### config.mk
export PLATFORM = sky130hd
export DESIGN_NAME = apb_cmd_master_flat
export DESIGN_NICKNAME = d
export VERILOG_FILES = /design/src/rtl/apb_cmd_master_pkg.sv /design/src/rtl/apb_cmd_master_if.sv /design/src/rtl/apb_cmd_master_wait_timer.sv /design/src/rtl/apb_cmd_master.sv /design/src/flat_wrapper.sv
export SDC_FILE = /design/constraint.sdc
export NUM_CORES = 1
export LEC_CHECK = 0
export ABC_AREA = 1
export BUFFER_PORTS_ARGS = -buffer_cell sky130_fd_sc_hd__buf_2
export CORE_AREA = 2 2 92 94
export CTS_BUF_LIST = sky130_fd_sc_hd__clkbuf_8
export DETAILED_ROUTE_END_ITERATION = 12
export DIE_AREA = 0 0 94 96
export HOLD_SLACK_MARGIN = 0.03
export PLACE_DENSITY = 0.81
export SETUP_SLACK_MARGIN = 0.5
export SLEW_MARGIN = 20
export SYNTH_ARGS = -nofsm -noshare
export SYNTH_HDL_FRONTEND = slang
export SYNTH_SLANG_ARGS = --single-unit
### constraint.sdc
create_clock -name pclk -period 2.3 [get_ports pclk]
set_input_delay 0.115 -clock pclk [delete_from_list [all_inputs] [get_ports pclk]]
set_output_delay 0.115 -clock pclk [all_outputs]
set_load 0.005 [all_outputs]
### src/rtl/apb_cmd_master_pkg.sv
// Shared APB definitions: transfer-state encoding and default bus widths,
// used by the command master and the register-map slaves.
package apb_cmd_master_pkg;

  localparam int APB_ADDR_W = 12;
  localparam int APB_DATA_W = 32;

  typedef enum logic [1:0] {
    ST_IDLE   = 2'd0,
    ST_SETUP  = 2'd1,
    ST_ACCESS = 2'd2,
    ST_RESP   = 2'd3
  } apb_state_e;

  // Counter width able to hold 0..t, at least one bit.
  function automatic int cnt_width(input int t);
    return (t < 1) ? 1 : $clog2(t + 1);
  endfunction

endpackage

### src/rtl/apb_cmd_master_if.sv
// Command/response handshake plus APB4 request/completion signals,
// seen from the command master (master) or from host+slave side (slave).
interface apb_cmd_master_if
  import apb_cmd_master_pkg::*;
#(
  parameter int ADDR_W = APB_ADDR_W,
  parameter int DATA_W = APB_DATA_W
);
  logic                  cmd_valid;
  logic                  cmd_ready;
  logic                  cmd_write;
  logic [ADDR_W-1:0]     cmd_addr;
  logic [DATA_W-1:0]     cmd_wdata;
  logic [DATA_W/8-1:0]   cmd_strb;
  logic                  rsp_valid;
  logic                  rsp_ready;
  logic [DATA_W-1:0]     rsp_rdata;
  logic                  rsp_err;
  logic [ADDR_W-1:0]     paddr;
  logic [DATA_W-1:0]     pwdata;
  logic                  pwrite;
  logic [DATA_W/8-1:0]   pstrb;
  logic                  psel;
  logic                  penable;
  logic                  pready;
  logic                  pslverr;
  logic [DATA_W-1:0]     prdata;

  modport master (
    input  cmd_valid, cmd_write, cmd_addr, cmd_wdata, cmd_strb, rsp_ready,
           pready, pslverr, prdata,
    output cmd_ready, rsp_valid, rsp_rdata, rsp_err,
           paddr, pwdata, pwrite, pstrb, psel, penable
  );

  modport slave (
    output cmd_valid, cmd_write, cmd_addr, cmd_wdata, cmd_strb, rsp_ready,
           pready, pslverr, prdata,
    input  cmd_ready, rsp_valid, rsp_rdata, rsp_err,
           paddr, pwdata, pwrite, pstrb, psel, penable
  );
endinterface

### src/rtl/apb_cmd_master_wait_timer.sv
// Counts ACCESS wait cycles; expired_o fires on the wait cycle that would
// reach TIMEOUT. TIMEOUT=0 disables the abort.
module apb_cmd_master_wait_timer
  import apb_cmd_master_pkg::*;
#(
  parameter int TIMEOUT = 16
) (
  input  logic pclk,
  input  logic prstn,
  input  logic clear_i,
  input  logic enable_i,
  output logic expired_o
);
  localparam int             CW   = cnt_width(TIMEOUT);
  localparam logic [CW-1:0]  LAST = CW'((TIMEOUT == 0) ? 0 : TIMEOUT - 1);

  logic [CW-1:0] cnt_q, cnt_d;

  always_comb begin
    cnt_d = cnt_q;
    if (clear_i) begin
      cnt_d = '0;
    end else if (enable_i && (cnt_q != '1)) begin
      cnt_d = cnt_q + 1'b1;
    end
  end

  always_ff @(posedge pclk or negedge prstn) begin
    if (!prstn) begin
      cnt_q <= '0;
    end else begin
      cnt_q <= cnt_d;
    end
  end

  assign expired_o = (TIMEOUT != 0) && enable_i && (cnt_q == LAST);

endmodule

### src/rtl/apb_cmd_master.sv
// Single-beat command to APB4 transfer bridge: IDLE->SETUP->ACCESS->RESP,
// every bus and response output driven straight from a flop.
module apb_cmd_master
  import apb_cmd_master_pkg::*;
#(
  parameter int ADDR_W  = APB_ADDR_W,
  parameter int DATA_W  = APB_DATA_W,
  parameter int TIMEOUT = 16
) (
  input  logic                  pclk,
  input  logic                  prstn,
  apb_cmd_master_if.master      bus
);
  localparam int STRB_W = DATA_W / 8;

  apb_state_e          state_q, state_d;
  logic [ADDR_W-1:0]   paddr_q, paddr_d;
  logic [DATA_W-1:0]   pwdata_q, pwdata_d;
  logic                pwrite_q, pwrite_d;
  logic [STRB_W-1:0]   pstrb_q, pstrb_d;
  logic                psel_q, psel_d;
  logic                penable_q, penable_d;
  logic                cmd_ready_q, cmd_ready_d;
  logic                rsp_valid_q, rsp_valid_d;
  logic [DATA_W-1:0]   rsp_rdata_q, rsp_rdata_d;
  logic                rsp_err_q, rsp_err_d;
  logic                accept;
  logic                wait_en;
  logic                expired;

  assign accept  = (state_q == ST_IDLE) && cmd_ready_q && bus.cmd_valid;
  assign wait_en = (state_q == ST_ACCESS) && !bus.pready;

  apb_cmd_master_wait_timer #(.TIMEOUT(TIMEOUT)) u_wait_timer (
    .pclk      (pclk),
    .prstn     (prstn),
    .clear_i   (accept),
    .enable_i  (wait_en),
    .expired_o (expired)
  );

  always_comb begin
    state_d     = state_q;
    paddr_d     = paddr_q;
    pwdata_d    = pwdata_q;
    pwrite_d    = pwrite_q;
    pstrb_d     = pstrb_q;
    rsp_rdata_d = rsp_rdata_q;
    rsp_err_d   = rsp_err_q;

    unique case (state_q)
      ST_IDLE: begin
        if (accept) begin
          state_d  = ST_SETUP;
          paddr_d  = bus.cmd_addr;
          pwrite_d = bus.cmd_write;
          pwdata_d = bus.cmd_write ? bus.cmd_wdata : '0;
          pstrb_d  = bus.cmd_write ? bus.cmd_strb  : '0;
        end
      end
      ST_SETUP: state_d = ST_ACCESS;
      ST_ACCESS: begin
        // Completion is checked first so pready on the last allowed cycle wins.
        if (bus.pready) begin
          state_d     = ST_RESP;
          rsp_err_d   = bus.pslverr;
          rsp_rdata_d = (!pwrite_q && !bus.pslverr) ? bus.prdata : '0;
        end else if (expired) begin
          state_d     = ST_RESP;
          rsp_err_d   = 1'b1;
          rsp_rdata_d = '0;
        end
      end
      ST_RESP: begin
        if (bus.rsp_ready) state_d = ST_IDLE;
      end
      default: state_d = ST_IDLE;
    endcase

    // Control outputs are decoded from the next state so they leave a flop.
    psel_d      = (state_d == ST_SETUP) || (state_d == ST_ACCESS);
    penable_d   = (state_d == ST_ACCESS);
    rsp_valid_d = (state_d == ST_RESP);
    cmd_ready_d = (state_d == ST_IDLE);
  end

  always_ff @(posedge pclk or negedge prstn) begin
    if (!prstn) begin
      state_q     <= ST_IDLE;
      paddr_q     <= '0;
      pwdata_q    <= '0;
      pwrite_q    <= 1'b0;
      pstrb_q     <= '0;
      psel_q      <= 1'b0;
      penable_q   <= 1'b0;
      cmd_ready_q <= 1'b0;
      rsp_valid_q <= 1'b0;
      rsp_rdata_q <= '0;
      rsp_err_q   <= 1'b0;
    end else begin
      state_q     <= state_d;
      paddr_q     <= paddr_d;
      pwdata_q    <= pwdata_d;
      pwrite_q    <= pwrite_d;
      pstrb_q     <= pstrb_d;
      psel_q      <= psel_d;
      penable_q   <= penable_d;
      cmd_ready_q <= cmd_ready_d;
      rsp_valid_q <= rsp_valid_d;
      rsp_rdata_q <= rsp_rdata_d;
      rsp_err_q   <= rsp_err_d;
    end
  end

  assign bus.paddr     = paddr_q;
  assign bus.pwdata    = pwdata_q;
  assign bus.pwrite    = pwrite_q;
  assign bus.pstrb     = pstrb_q;
  assign bus.psel      = psel_q;
  assign bus.penable   = penable_q;
  assign bus.cmd_ready = cmd_ready_q;
  assign bus.rsp_valid = rsp_valid_q;
  assign bus.rsp_rdata = rsp_rdata_q;
  assign bus.rsp_err   = rsp_err_q;

endmodule

### src/flat_wrapper.sv
// flat-port wrapper written by rule: the top's interface ports become plain ports
module apb_cmd_master_flat import apb_cmd_master_pkg::*;
#(
  parameter int ADDR_W  = APB_ADDR_W,
  parameter int DATA_W  = APB_DATA_W,
  parameter int TIMEOUT = 16
)
  (pclk, prstn, bus_cmd_valid, bus_cmd_write, bus_cmd_addr, bus_cmd_wdata, bus_cmd_strb, bus_rsp_ready, bus_pready, bus_pslverr, bus_prdata, bus_cmd_ready, bus_rsp_valid, bus_rsp_rdata, bus_rsp_err, bus_paddr, bus_pwdata, bus_pwrite, bus_pstrb, bus_psel, bus_penable);
  apb_cmd_master_if #(.ADDR_W(ADDR_W), .DATA_W(DATA_W)) bus_i ();
  input  logic pclk;
  input  logic prstn;
  input wire logic [$bits(bus_i.cmd_valid)-1:0] bus_cmd_valid;
  input wire logic [$bits(bus_i.cmd_write)-1:0] bus_cmd_write;
  input wire logic [$bits(bus_i.cmd_addr)-1:0] bus_cmd_addr;
  input wire logic [$bits(bus_i.cmd_wdata)-1:0] bus_cmd_wdata;
  input wire logic [$bits(bus_i.cmd_strb)-1:0] bus_cmd_strb;
  input wire logic [$bits(bus_i.rsp_ready)-1:0] bus_rsp_ready;
  input wire logic [$bits(bus_i.pready)-1:0] bus_pready;
  input wire logic [$bits(bus_i.pslverr)-1:0] bus_pslverr;
  input wire logic [$bits(bus_i.prdata)-1:0] bus_prdata;
  output wire logic [$bits(bus_i.cmd_ready)-1:0] bus_cmd_ready;
  output wire logic [$bits(bus_i.rsp_valid)-1:0] bus_rsp_valid;
  output wire logic [$bits(bus_i.rsp_rdata)-1:0] bus_rsp_rdata;
  output wire logic [$bits(bus_i.rsp_err)-1:0] bus_rsp_err;
  output wire logic [$bits(bus_i.paddr)-1:0] bus_paddr;
  output wire logic [$bits(bus_i.pwdata)-1:0] bus_pwdata;
  output wire logic [$bits(bus_i.pwrite)-1:0] bus_pwrite;
  output wire logic [$bits(bus_i.pstrb)-1:0] bus_pstrb;
  output wire logic [$bits(bus_i.psel)-1:0] bus_psel;
  output wire logic [$bits(bus_i.penable)-1:0] bus_penable;
  assign bus_i.cmd_valid = bus_cmd_valid;
  assign bus_i.cmd_write = bus_cmd_write;
  assign bus_i.cmd_addr = bus_cmd_addr;
  assign bus_i.cmd_wdata = bus_cmd_wdata;
  assign bus_i.cmd_strb = bus_cmd_strb;
  assign bus_i.rsp_ready = bus_rsp_ready;
  assign bus_i.pready = bus_pready;
  assign bus_i.pslverr = bus_pslverr;
  assign bus_i.prdata = bus_prdata;
  assign bus_cmd_ready = bus_i.cmd_ready;
  assign bus_rsp_valid = bus_i.rsp_valid;
  assign bus_rsp_rdata = bus_i.rsp_rdata;
  assign bus_rsp_err = bus_i.rsp_err;
  assign bus_paddr = bus_i.paddr;
  assign bus_pwdata = bus_i.pwdata;
  assign bus_pwrite = bus_i.pwrite;
  assign bus_pstrb = bus_i.pstrb;
  assign bus_psel = bus_i.psel;
  assign bus_penable = bus_i.penable;
  apb_cmd_master #(.ADDR_W(ADDR_W), .DATA_W(DATA_W), .TIMEOUT(TIMEOUT)) u_core (.pclk(pclk), .prstn(prstn), .bus(bus_i));
endmodule
-- Word-level counts from Yosys, hierarchy flattened
Index checks and enable logic that the tools add are counted.
Widths: inputs -> output; s select.
- register bits after elaboration: 93
- bits of input ports: 87
- output and inout bits: 86
- add/subtract/negate cells: 1
- equal/unequal tests: 8
- muxes and demuxes: 14
- reduce and logical (&&, ||, !) cells: 16
- operators by type and width (cell ; number):
    $mux 32 ; 4
    $mux 5 ; 2
    $eq 2x2->1 const B ; 4
    $mux 2 ; 4
    $pmux 2 s4 ; 1
    $logic_and 1x1->1 ; 6
    $add 5x1->5 const B ; 1
    $eq 5x4->1 const B ; 1
    $ne 5x5->1 const B ; 1
    $eq 2x1->1 const B ; 2
    $logic_not 2->1 ; 2
    $mux 4 ; 1
    $reduce_and 2->1 ; 2
    $reduce_bool 2->1 ; 2
    $logic_not 1->1 ; 3
    $mux 1 ; 2
    $logic_or 1x1->1 ; 1

-- Longest topological paths before layout
Gate-level depths: netlist (run 1).
- depth after elaboration: 8
- mapped depth: 9
- mapped depth without buffers: 9

-- By module
Synthesis (run 1) repeated with hierarchy kept, for this count alone.
- cells, all modules: 537
- area total of the unflattened synthesis: 4319.1 um^2
- by module, submodules not included (module ; times used ; cells each ; area an instance (um^2) ; sequential area each (um^2)):
    apb_cmd_master ; 1 ; 498 ; 4031.4 ; 2202.1
    apb_cmd_master_wait_timer ; 1 ; 39 ; 287.8 ; 125.1

-- Worst setup path before layout (run 1)
Ideal clock, no wire load.
- path kind: reg-to-reg
- start: register u_core.u_wait_timer.cnt_q[0]
- end: register u_core.rsp_valid_q, in the netlist u_core.bus.rsp_valid
- library setup time: 121 ps
- data arrival time: 1668 ps
- path slack: 510 ps
- cell stages (with the launch flop): 9
- path buffers: 0
- clock period less this slack: 1790 ps
- cell sequence: dfrtp_1 -> ha_1 -> and3_1 -> ha_1 -> nor2_1 -> nor2_1 -> nor3_1 -> inv_1 -> ha_1
- word-level cells in the longest chain between the ends: 6
- ends and longest elaborated chain (element ; RTL line ; source):
    start: declaration ; apb_cmd_master_wait_timer.sv:17 ; logic [CW-1:0] cnt_q, cnt_d;
    start signal: assignment ; apb_cmd_master_wait_timer.sv:32 ; cnt_q <= cnt_d;
    $eq 5x4->1 ; apb_cmd_master_wait_timer.sv:36 ; assign expired_o = (TIMEOUT != 0) && enable_i && (cnt_q == LAST);
    $logic_and 1x1->1 ; apb_cmd_master_wait_timer.sv:36 ;
    $mux 2 ; apb_cmd_master.sv:68 ; end else if (expired) begin
    $mux 2 ; apb_cmd_master.sv:64 ; if (bus.pready) begin
    $pmux 2 s4 ; apb_cmd_master.sv:51 ; unique case (state_q)
    via u_core.state_d[0] ; apb_cmd_master.sv:16 ; apb_state_e state_q, state_d;
    $eq 2x2->1 ; apb_cmd_master.sv:83 ; rsp_valid_d = (state_d == ST_RESP);
    via u_core.rsp_valid_d ; apb_cmd_master.sv:24 ; logic rsp_valid_q, rsp_valid_d;
    end signal: assignment ; apb_cmd_master.sv:109 ; rsp_valid_q <= rsp_valid_d;
    end: declaration ; apb_cmd_master.sv:24 ;
The timed path passes the listed nets, and every way through them passes these cells.
A chain may end at the register's enable or synchronous reset.

-- Worst setup path in the final report (run 1)
- start: register u_core.u_wait_timer.cnt_q[0]
- end: register u_core.psel_q, in the netlist u_core.bus.psel
- word-level cells in the longest chain between the ends: 7
- elaborated cells on any way between the ends: 8
- ends and longest elaborated chain (element ; RTL line ; source):
    $eq 5x4->1 * ; apb_cmd_master_wait_timer.sv:36 ;
    $logic_and 1x1->1 * ; apb_cmd_master_wait_timer.sv:36 ;
    $mux 2 * ; apb_cmd_master.sv:68 ;
    $mux 2 * ; apb_cmd_master.sv:64 ;
    $pmux 2 s4 * ; apb_cmd_master.sv:51 ;
    $eq 2x1->1 / $eq 2x2->1 (equally long branches) ; apb_cmd_master.sv:81 ; psel_d = (state_d == ST_SETUP) || (state_d == ST_ACCESS);
    $logic_or 1x1->1 * ; apb_cmd_master.sv:81 ;
    via u_core.psel_d ; apb_cmd_master.sv:21 ; logic psel_q, psel_d;
    end signal: assignment ; apb_cmd_master.sv:106 ; psel_q <= psel_d;
    end: declaration ; apb_cmd_master.sv:21 ;
Mark *: on every way through the listed nets, which the timed path passes. The rest lies on a longest branch.

==> metrics.txt, run 1 <==
status finished clean; Buf/Inv on CP 0; vias in the first global route 3650; multiplexer share of the synthesized area 0%; clk_skew 0.009571 ns; Setup CP Type flop to flop; I/O pin count 173; total CTS buffers 9; Hold Path Sink u_core.bus.rsp_rdata[17]; CP arrival 1.98 ns; Fin. Hold Viols 0; EDFF count, synth 0; Vias 3815; highest routed layer met4; Power, Total 6.066 mW; Met1 Wirelength 4619 microns; Slew HR 34.39%; worst hold start bus_prdata[17]; antenna cells 0; area share of the largest cell type after synthesis 61.35%; per-cell routed wire length 15.08 microns; hold depth 3; Die Ht 96 microns; synth cell count leaders 183 x nand2_1, 93 x dfrtp_1, 39 x o21ai_0; RSZ-0062 raised after global routing true; clock root buffer clkbuf_8; Routed Antenna Nets 0; main combinational cell family by area after synthesis simple AND/OR/NAND/NOR gates; fin crit share 76.13%; Final TNS setup 0 ns; Slew Limit Fails 0; WL met2 5657 microns; sequential area share after synthesis 61.35%; deepest clock path buffer count 2; routed length on met3 1130 microns; Hold Path Class input pin to flop; Main synth FF type dfrtp_1; Post-Syn Area 0.003794 sq mm; top cells by area, synth dfrtp_1 61%, nand2_1 18%, o21ai_0 5.1%; Worst-path clk slew 0.09 ns; dominant cell type by area after synthesis dfrtp_1; DRC 0; CTS tree done; peak supply drop 0.5539 mV; Synth Instances 415; Detailed Route WL 11560 microns; Distinct cells, synth 21; max cap viols 0; most common cell in the netlist nand2_1; ratio of cells with drive above 1 in the final layout 31.16%; starting density of the core 47.12%; routed vias/inst 4.980; Core Region 0.008051 sq mm; crit path max fanout 3; full die area 0.009024 sq mm; P_leak 3.231 nW; Max Clock Freq 571.1 MHz; number of port buffers 172; worst endpoint required time 2.53 ns; post-synth net total 508; first-pass GRT wire length 17860 microns; post-place setup slack 0.3305 ns; Final WS setup 0.5491 ns; Yosys warnings 0; Nets 749; hold_ws 0.04823 ns; DRT iter0 DRCs 181; Worst setup SP type flop; slowest CP cell dfrtp_1; crit-path leading delay family adder cells; First-pass DRT Iterations 4; Final HPWL DP 6347 microns; synthesized area per cell 9.141 sq um; gpl congestion 0.7531; most frequent CP cell ha_1; reg2reg end u_core.bus.psel; Core Rows 33; largest net degree at the start of global routing 90; clock sink total 93; setup slack, reg-to-reg 0.55 ns; worst reg2reg path depth 7; crit end category flop; Worst R2R Start u_core.u_wait_timer.cnt_q[0]; XOR/XNOR Fraction of Synth Area 0.2309%; Yosys reg bits 93; cells along the critical path ha_2 -> and3_4 -> ha_1 -> nor2_2 -> nor2_4 -> nor3_4 -> ha_1; initial antenna violation count 0; post-synthesis compound-gate area fraction 5.442%; Tmin final 1.751 ns; Area Overhead vs Synth 50.33%; Least-Margin Pin Slew 0.9831 ns; Die X 94 microns; GRT Resource Usage Total 25.67%; post-synthesis async set-or-reset flop share 100.0%; Simple-Gate Fraction of Synth Area 25.30%; CTS HTree Levels 3; max incr delay on CP 0.39 ns; Final Setup Violations 0; grt ovf 0; clk_lat worst skew 0.35 ns; adder and majority cell fraction of the synthesized area 1.979%; Cell Pwr Density 1064 mW/mm^2
## worst max-delay path by stage
stage                                            start                  endpoint  slack (ns)  cells past startpoint
after detailed placement  u_core.u_wait_timer.cnt_q[0]      u_core.bus.rsp_valid        0.33                      8
after CTS                 u_core.u_wait_timer.cnt_q[0]  u_core.bus.rsp_rdata[19]        0.50                      8
after global routing      u_core.u_wait_timer.cnt_q[0]           u_core.bus.psel        0.48                      7
after floorplan           u_core.u_wait_timer.cnt_q[0]      u_core.bus.rsp_valid        0.51                      8
final                     u_core.u_wait_timer.cnt_q[0]           u_core.bus.psel        0.55                      7
after global placement    u_core.u_wait_timer.cnt_q[0]      u_core.bus.rsp_valid        0.43                      8
## placed cells by master, fill, tap and decap left out, types with 2 or more instances in the layout
cell,instances
nand3_1,35
dfrtp_1,93
buf_2,171
nor3_4,2
ha_1,5
nand2_1,183
inv_1,13
buf_12,2
dlygate4sd3_1,74
bufinv_16,2
clkbuf_8,11
buf_4,6
o21ai_0,39
inv_2,2
nor2_2,2
nand2_2,3
nor2_1,10
## per-layer routing
layer	track usage [%]	up-vias
li1	-	1782
met2	42.92	225
met3	7.126	17
met5	0	-
met4	8.696	0
met1	32.45	1791
## stage by stage
step,instance area [sq um],utilization (%),std cells
6_report,5703,70.83,766
5_1_grt,5703,70.83,766
4_1_cts,5677,70.51,765
3_5_place_dp,4679,58.12,673
3_3_place_gp,4679,58.12,673
2_1_floorplan,3794,-,415
## sequential cells by signal (all words and copies together), names as in the netlist
register / count
u_core.u_wait_timer.cnt_q: 5
u_core.bus.rsp_valid: 1
u_core.bus.pwrite: 1
u_core.bus.paddr: 12
u_core.state_q: 2
u_core.bus.rsp_rdata: 32
u_core.bus.pwdata: 32
u_core.bus.penable: 1
u_core.bus.pstrb: 4
u_core.bus.psel: 1
u_core.bus.rsp_err: 1
u_core.bus.cmd_ready: 1
## area by class of cell
cell class	instances	area, sq um
inverter	14	57.56
sequential	93	2327
multi-input combinational	285	1279
timing repair buffer	253	1682
fill	532	2349
clock inverter	5	75.07
clock buffer	11	151.4
tap	105	131.4
## power breakdown
part	leakage (nW)	internal, mW	total, mW	switching (mW)
clock network	0.118	0.665	1.20	0.533
registers	1.23	2.32	2.74	0.419
logic	1.88	0.962	2.13	1.17
## what timing repair did
item / in CTS / in global routing
pin swaps: 4 / 2
setup buffers: 2 / 1
setup endpoints to repair: 35 / 37
hold buffers: 74 / 0
gates resized for setup: 4 / 7
endpoints found under the hold margin: 166 / 0
## tightest hold or removal path: stages
cell,delay [ns]
buf_2,0.08
nand3_1,0.08
nand2_1,0.08
## cells by family after synthesis
| kind of cell | count (synthesis) |
|---|---|
| AOI/OAI and AO/OA | 41 |
| xor gates and xnor gates | 1 |
| adders and majority gates | 6 |
| buffers and inverters | 37 |
| DFF | 93 |
| and+or+nand+nor | 237 |
(Power assumes the default switching activity.)
==> run 2: changes to the inputs <==
--- a/config.mk
+++ b/config.mk
@@ -7,12 +7,12 @@
 export LEC_CHECK = 0
 export ABC_AREA = 1
 export BUFFER_PORTS_ARGS = -buffer_cell sky130_fd_sc_hd__buf_2
-export CORE_AREA = 2 2 92 94
+export CORE_AREA = 2 2 96 98
 export CTS_BUF_LIST = sky130_fd_sc_hd__clkbuf_8
 export DETAILED_ROUTE_END_ITERATION = 12
-export DIE_AREA = 0 0 94 96
+export DIE_AREA = 0 0 98 100
 export HOLD_SLACK_MARGIN = 0.03
-export PLACE_DENSITY = 0.81
+export PLACE_DENSITY = 0.78
 export SETUP_SLACK_MARGIN = 0.5
 export SLEW_MARGIN = 20
 export SYNTH_ARGS = -nofsm -noshare
==> constraint.sdc (replaced) <==
create_clock -name pclk -period 1.4 [get_ports pclk]
set_input_delay 0.07 -clock pclk [delete_from_list [all_inputs] [get_ports pclk]]
set_output_delay 0.07 -clock pclk [all_outputs]
set_load 0.005 [all_outputs]
==> run 2 against run 1 <==
The run now ends with setup timing left. Sequential share of layout area decreased by 11 points. Clock power grew 71%. Die area is 8.6% higher. Flip-flop and latch count unchanged. Wire length rose by 61%. Fmax up 4.2%. Sequential power up 69%. Clock skew grew 0.011 ns. Register-to-register slack lost 0.83 ns. Core utilization up 16 points. Hold slack gained 0.11 ns. Critical path type unchanged.
==> metrics.txt, run 2 (same netlist as run 1, synthesis figures left out) <==
status finished with violations (was finished clean); violated checks setup timing; fin crit share 120.1% (was 76.13%); Fin. Hold Viols 0 (unchanged); Slew Limit Fails 0 (unchanged); Core Region 0.008890 sq mm (was 0.008051 sq mm); final non-filler cell area 0.007707 sq mm (was 0.005703 sq mm); Routed Antenna Nets 0 (unchanged); hold depth 3 (unchanged); worst hold start bus_cmd_write (was bus_prdata[17]); ratio of cells with drive above 1 in the final layout 53.64% (was 31.16%); Vias 4761 (was 3815); First-pass DRT Iterations 5 (was 4); clock sink total 93 (unchanged); Max Clock Freq 594.9 MHz (was 571.1 MHz); vias in the first global route 4521 (was 3650); post-place setup slack -0.2930 ns (was 0.3305 ns); CTS tree done (unchanged); Tmin final 1.681 ns (was 1.751 ns); Hold Path Sink u_core.bus.pwdata[30] (was u_core.bus.rsp_rdata[17]); peak supply drop 1.122 mV (was 0.5539 mV); Cell Pwr Density 1787 mW/mm^2 (was 1064 mW/mm^2); full die area 0.009800 sq mm (was 0.009024 sq mm); worst reg2reg path depth 8 (was 7); Reg area 0.002330 sq mm (was 0.002327 sq mm); worst endpoint required time 1.65 ns (was 2.53 ns); deepest clock path buffer count 2 (unchanged); Final Core Density 86.70% (was 70.83%); Least-Margin Pin Slew 0.4906 ns (was 0.9831 ns); DRT iter0 DRCs 276 (was 181); crit path max fanout 3 (unchanged); Setup CP Type flop to flop (unchanged); Nets 872 (was 749); fillcell total 380 (was 532); multi-input logic area 0.001805 sq mm (was 0.001279 sq mm); largest net degree at the start of global routing 94 (was 90); Die Ht 100 microns (was 96 microns); crit end category flop (unchanged); commonest non-fill, non-tap cell in the layout buf_2 (was nand2_1); CTS HTree Levels 3 (unchanged); Final Setup Violations 86 (was 0); Worst R2R Start u_core.u_wait_timer.cnt_q[0] (unchanged); clock root buffer clkbuf_8 (unchanged); RSZ-0062 raised after global routing true (unchanged); routed vias/inst 5.326 (was 4.980); Hold Path Class input pin to flop (unchanged); setup slack, reg-to-reg -0.28 ns (was 0.55 ns); total CTS buffers 9 (unchanged); Final HPWL DP 6453 microns (was 6347 microns); starting density of the core 42.67% (was 47.12%); Power, Total 13.78 mW (was 6.066 mW); reg2reg end u_core.bus.rsp_valid (was u_core.bus.psel); Core Rows 35 (was 33); commonest non-fill, non-tap cells in the layout 170 x buf_2, 125 x nand2_1, 91 x dfrtp_1 (was 183 x nand2_1, 171 x buf_2, 93 x dfrtp_1); antenna cells 0 (unchanged); number of port buffers 172 (unchanged); Area Overhead vs Synth 103.2% (was 50.33%); P_leak 4.186 nW (was 3.231 nW); DRC 0 (unchanged); I/O pin count 173 (unchanged); GRT Resource Usage Total 30.14% (was 25.67%); Final WS setup -0.2809 ns (was 0.5491 ns); CP arrival 1.94 ns (was 1.98 ns); hold_ws 0.1534 ns (was 0.04823 ns); Detailed Route WL 18600 microns (was 11560 microns); grt ovf 0 (unchanged); clk_lat worst skew 0.36 ns (was 0.35 ns); clk_skew 0.02047 ns (was 0.009571 ns); first-pass GRT wire length 23090 microns (was 17860 microns); Worst setup SP type flop (unchanged); initial antenna violation count 0 (unchanged); gpl congestion 0.7760 (was 0.7531); Die X 98 microns (was 94 microns); Worst-path clk slew 0.11 ns (was 0.09 ns); max cap viols 0 (unchanged); Slew HR 67.29% (was 34.39%); per-cell routed wire length 20.81 microns (was 15.08 microns); dpl cell area 0.004840 sq mm (was 0.004679 sq mm)
[run 2: power breakdown]
| group | total, mW | switching, mW | internal [mW] |
|---|---|---|---|
| logic | 7.10 | 3.39 | 3.71 |
| clock network | 2.05 | 0.996 | 1.05 |
| registers | 4.63 | 0.816 | 3.81 |
[run 2: critical path, cell delays in order (launching register included)]
cell and delay [ns]:
dfrtp_1 0.41, ha_2 0.21, and3_4 0.16, ha_4 0.16, nor2_4 0.09, nor2_4 0.05, nor3_4 0.16, inv_1 0.13
ha_2 0.20
[run 2: what timing repair did]
| action | CTS | global route |
|---|---|---|
| hold buffers | 81 | 0 |
| endpoints found under the setup margin | 179 | 179 |
| resized for setup | 103 | 83 |
| pin swaps | 16 | 9 |
| buffers inserted | 49 | 44 |
| gates cloned | 16 | 0 |
| endpoints found under the hold margin | 173 | 0 |
[run 2: how the worst max path moves through the flow]
stage | end | cells after the start | start | slack [ns]
final | u_core.bus.rsp_valid | 8 | u_core.u_wait_timer.cnt_q[0] | -0.28
after global routing | u_core.bus.rsp_valid | 8 | u_core.u_wait_timer.cnt_q[0] | -0.37
after global placement | u_core.bus.rsp_rdata[2] | 8 | u_core.u_wait_timer.cnt_q[1] | -0.24
after detailed placement | u_core.bus.rsp_rdata[18] | 8 | u_core.u_wait_timer.cnt_q[0] | -0.29
after CTS | u_core.bus.psel | 7 | u_core.u_wait_timer.cnt_q[0] | -0.23
after floorplan | u_core.bus.psel | 7 | u_core.u_wait_timer.cnt_q[0] | -0.16
[run 2: area by class of cell]
| class | count | share of cell area [%] |
|---|---|---|
| Clock buffer | 10 | 1.786 |
| Clock inverter | 5 | 1.071 |
| Sequential cell | 93 | 30.23 |
| Tap cell | 111 | 1.802 |
| Inverter | 14 | 1.039 |
| Timing Repair Buffer | 375 | 40.50 |
| Multi-Input combinational cell | 285 | 23.43 |
| Timing Repair inverter | 1 | 0.1461 |
[run 2: routing by layer]
metal | part of all wire (%) | GRT usage [%] | vias to the layer above | wire length, microns
li1 | - | - | 2041 | -
met1 | 35 | 35.56 | 2220 | 6444
met2 | 49 | 51.42 | 386 | 9154
met3 | 8.8 | 7.591 | 114 | 1629
met4 | 7.4 | 15.38 | 0 | 1372
met5 | 0 | 0 | - | 0
[run 2: metrics by stage]
stage | setup TNS (ns) | std cells
2_1_floorplan | -2.099 | 415
4_1_cts | -5.421 | 850
5_1_grt | -18.21 | 894
3_3_place_gp | -7.902 | 689
6_report | -14.07 | 894
3_5_place_dp | -9.414 | 689
